<file path="src/rtl/adder_arbiter.sv">
// Two-requester arbiter in front of one shared external W-bit adder; each grant runs IDLE->CALC->RESP.
// Define ADDER_ARB_ROUND_ROBIN_EN for round-robin arbitration; otherwise req0 has fixed priority.
module adder_arbiter #(
    parameter int unsigned W = 4
) (
    input  logic         clk,
    input  logic         rst_n,
    input  logic         req0_valid,
    input  logic [W-1:0] req0_x,
    input  logic [W-1:0] req0_y,
    output logic         req0_ready,
    input  logic         req1_valid,
    input  logic [W-1:0] req1_x,
    input  logic [W-1:0] req1_y,
    output logic         req1_ready,
    output logic [W-1:0] add_x,
    output logic [W-1:0] add_y,
    input  logic [W-1:0] add_s,
    input  logic         add_c,
    output logic         rsp_valid,
    input  logic         rsp_ready,
    output logic [W:0]   rsp_sum,
    output logic         rsp_id
);

    typedef enum logic [1:0] {StIdle, StCalc, StResp} state_e;

    state_e       state_q, state_d;
    logic [W-1:0] op_x_q, op_x_d;
    logic [W-1:0] op_y_q, op_y_d;
    logic         grant_q, grant_d;
    logic [W:0]   sum_q, sum_d;
    logic         id_q, id_d;
    logic         pick1;
    logic         ready0, ready1;
`ifdef ADDER_ARB_ROUND_ROBIN_EN
    logic         prio_q, prio_d;
`endif

    // pick1 is only meaningful when at least one requester is valid
    always_comb begin
`ifdef ADDER_ARB_ROUND_ROBIN_EN
        pick1 = req1_valid & (~req0_valid | prio_q);
`else
        pick1 = ~req0_valid;
`endif
    end

    always_comb begin
        state_d   = state_q;
        op_x_d    = op_x_q;
        op_y_d    = op_y_q;
        grant_d   = grant_q;
        sum_d     = sum_q;
        id_d      = id_q;
        ready0    = 1'b0;
        ready1    = 1'b0;
        add_x     = '0;
        add_y     = '0;
        rsp_valid = 1'b0;
`ifdef ADDER_ARB_ROUND_ROBIN_EN
        prio_d    = prio_q;
`endif
        unique case (state_q)
            StIdle: begin
                if (req0_valid || req1_valid) begin
                    grant_d = pick1;
                    ready0  = ~pick1;
                    ready1  = pick1;
                    op_x_d  = pick1 ? req1_x : req0_x;
                    op_y_d  = pick1 ? req1_y : req0_y;
`ifdef ADDER_ARB_ROUND_ROBIN_EN
                    prio_d  = ~pick1;
`endif
                    state_d = StCalc;
                end
            end
            StCalc: begin
                add_x   = op_x_q;
                add_y   = op_y_q;
                sum_d   = {add_c, add_s};
                id_d    = grant_q;
                state_d = StResp;
            end
            StResp: begin
                rsp_valid = 1'b1;
                if (rsp_ready) begin
                    state_d = StIdle;
                end
            end
            default: state_d = StIdle;
        endcase
    end

    // Ready is combinational from IDLE, so it must be masked while reset is held
    assign req0_ready = ready0 & rst_n;
    assign req1_ready = ready1 & rst_n;
    assign rsp_sum    = sum_q;
    assign rsp_id     = id_q;

    always_ff @(posedge clk or negedge rst_n) begin
        if (!rst_n) begin
            state_q <= StIdle;
            op_x_q  <= '0;
            op_y_q  <= '0;
            grant_q <= 1'b0;
            sum_q   <= '0;
            id_q    <= 1'b0;
        end else begin
            state_q <= state_d;
            op_x_q  <= op_x_d;
            op_y_q  <= op_y_d;
            grant_q <= grant_d;
            sum_q   <= sum_d;
            id_q    <= id_d;
        end
    end

`ifdef ADDER_ARB_ROUND_ROBIN_EN
    always_ff @(posedge clk or negedge rst_n) begin
        if (!rst_n) begin
            prio_q <= 1'b0;
        end else begin
            prio_q <= prio_d;
        end
    end
`endif

endmodule
</file>
<file path="config.mk">
export PLATFORM = sky130hd
export DESIGN_NAME = adder_arbiter
export DESIGN_NICKNAME = d
export VERILOG_FILES = /design/src/rtl/adder_arbiter.sv
export SDC_FILE = /design/constraint.sdc
export NUM_CORES = 1
export LEC_CHECK = 0
export ABC_AREA = 1
export BUFFER_PORTS_ARGS = -buffer_cell sky130_fd_sc_hd__buf_2
export CORE_MARGIN = 8
export CORE_UTILIZATION = 40
export CTS_BUF_LIST = sky130_fd_sc_hd__clkbuf_4 sky130_fd_sc_hd__clkbuf_8
export CTS_CLUSTER_SIZE = 10
export DETAILED_ROUTE_END_ITERATION = 8
export MAX_ROUTING_LAYER = met4
export PLACE_DENSITY_LB_ADDON = 0.1
export SYNTH_ARGS = -nofsm -noshare
export SYNTH_HDL_FRONTEND = slang
export SYNTH_SLANG_ARGS = --single-unit
</file>
<file path="constraint.sdc">
create_clock -name clk -period 1.3 [get_ports clk]
set_clock_uncertainty 0.1 [all_clocks]
set_input_delay 0.065 -clock clk [delete_from_list [all_inputs] [get_ports clk]]
set_output_delay 0.065 -clock clk [all_outputs]
set_load 0.03 [all_outputs]
</file>
==> impl_metrics.ini <==
[routing]
via_per_inst = 4.43
totalWireLength_um = 2830
drt_iter0_drc = 21
vias = 1015
wire_per_inst_um = 12.4
ant_nets = 0
first_pass_iters = 4
drcViolationCount = 0

[final_layout]
mostFrequentLayoutCell = nand2_1
antennaDiodeCount = 0
drive_gt1_frac = 0.408
fin_util = 0.749
stdcell_area_um2 = 1640
fillers = 164
area_growth_pct = 79.7
final_cell_mix = nand2_1, buf_2, dlygate4sd3_1
final_nets = 228

[logic_synthesis]
syn_area_um2 = 913
syn-num-nets = 149
yosys_warnings = 0
synth.distinct_cells = 14
ys_ff_latch = 17
synth.avg_cell_area_um2 = 7.43
synthCells = 123
yosysSeqAreaShare = 0.466

[place]
globalplace.congestion = 0.736
dp_hpwl_um = 1670
io_buffers = 42
postPlaceCellArea_um2 = 1130

[setup_path]
slowest_stage = dfrtp_2
path_delay_family = flip-flops
end_kind = output port
crit_buf_inv = 3
critical_path.startpoint_type = flip-flop
rr_worst_depth = 6
cp_max_fo = 6
cpMostUsedCell = buf_6
critPathRequiredTime_ps = 1130
cp_num_cells = 4
crit_path_max_incr_delay_ps = 430
path_cells = clkinv_4 -> buf_6 -> nor2_4 -> buf_6
worstPathArrival_ps = 1240
worstSetupPathType = reg -> out

[pwr]
power.total_mw = 3.35
leakagePower_nw = 0.891
p_per_area_nw_per_um2 = 2040
ir_drop_mv = 1.20

[global_route]
grt_pass1_wl_um = 4640
grt_max_degree = 18
antenna_found_initial = 0
grtUsageTotal = 0.144
gr-total-overflow = 0
grt_pass1_vias = 1023

[timing]
rsz0062_at_grt = true
finalHoldViolations = 0
drv_slew = 0
tightest_slew_ps = 229
max_slew_margin = 0.847
worst_slack_ps = -105
final.min_clock_period_ps = 1400
timing.final.crit_share = 1.08
whs_ps = 49.3
setup_viol = 11
max_freq_ghz = 0.712

[worst_hold_path]
hold_path.class = in -> reg
hold_depth = 4

[cts]
h-tree-depth = 1
cts.path.max_buffers = 2
root_buffer = clkbuf_4
clk_pin_slew_ps = 110
cts_tree = built
cts_buffers = 3
clkSinkCount = 17
worstSkewPairLatency_ps = 290

[outcome]
status = finished, violations left
violations = setup timing

[floorplan]
start_util = 0.417
die_w_um = 63.8
fp.coreArea_um2 = 2190
dieArea_um2 = 4070
core.rowCount = 17
fp.dieH_um = 63.8
io_pins = 43

[job]
cap_violations = 0
synthesized netlist by cell type:
library cell	count	area (um2)
o21ai_1	1	5.00
buf_6	4	45.0
nor2_8	1	20.0
inv_4	1	6.26
dfrtp_1	17	425
nand3_1	7	35.0
nand2_2	1	6.26
nor3_2	1	10.0
nand2_1	63	236
nor2_2	3	18.8
nand2_4	2	22.5
inv_2	2	7.51
inv_1	11	41.3
nor2_1	9	33.8
cell type report:
class	instances	area [um2]	area share
multi-input cells	89	490	0.299
clock inverters	1	5.00	0.00305
repair buffers	77	603	0.367
flip-flops and latches	17	428	0.261
inverters	14	57.6	0.0351
well taps	28	35.0	0.0213
clock buffers	3	22.5	0.0137
per-stage QoR:
step                      std cells  TNS (ps)  setup slack, ps
after global routing            229     -1470             -167
final                           229      -744             -105
after floorplan                 123         0             13.0
after detailed placement        191         0              137
after global placement          191         0              170
after CTS                       225     -1050             -105
tightest hold or removal path, cell delays in order:
cell     delay (ps)
buf_2           120
nand3_2          80
buf_4           100
nand2_1          40
cells by family (layout without fill, tap and decap cells):
family                 Yosys count  count (layout)  synth area share
flip-flops                      17              17             0.466
buffers and inverters           18              95             0.110
AND/OR/NAND/NOR                 87              88             0.419
AO/OA/AOI/OAI                    1               1           0.00547
power by group:
group	internal [mW]	total [mW]	switching [mW]
combinational	0.848	2.12	1.27
clock	0.114	0.285	0.171
sequential	0.782	0.941	0.159
total	1.74	3.35	1.60
state kept, by name (all words and copies together), names as in the netlist:
register / flops
grant_q: 1
op_x_q: 4
op_y_q: 4
rsp_id: 1
rsp_sum: 5
state_q: 2
final timing paths:
| kind | from | endpoint | slack [ps] |
|---|---|---|---|
| max in group asynchronous | rst_n | state_q[0]$_DFFE_PN0P_ | 720 |
| max | state_q[1]$_DFFE_PN0P_ | rsp_valid | -100 |
| min in group asynchronous | rst_n | op_y_q[1]$_DFFE_PN0P_ | 170 |
| min reg2reg | rsp_sum[1]$_DFFE_PN0N_ | rsp_sum[1]$_DFFE_PN0N_ | 380 |
| min | req1_valid | grant_q$_DFFE_PN0P_ | 50 |
| max reg2reg | state_q[1]$_DFFE_PN0P_ | state_q[1]$_DFFE_PN0P_ | 60 |
per-layer routing:
layer | global-route usage | up-vias | part of all wire
met1 | 0.149 | 453 | 0.41
li1 | - | 523 | -
met3 | 0.0505 | 2 | 0.082
met2 | 0.246 | 37 | 0.51
met5 | - | - | 0
met4 | 0.0501 | 0 | 0.0042
timing repair:
action	4_1_cts	5_1_grt
hold buffers	23	0
cloned	0	1
setup endpoints to repair	11	11
buffers inserted	7	3
pin swaps	4	3
hold endpoints to repair	31	0
gates resized for setup	21	27
Power figures use the tool's default switching activity.
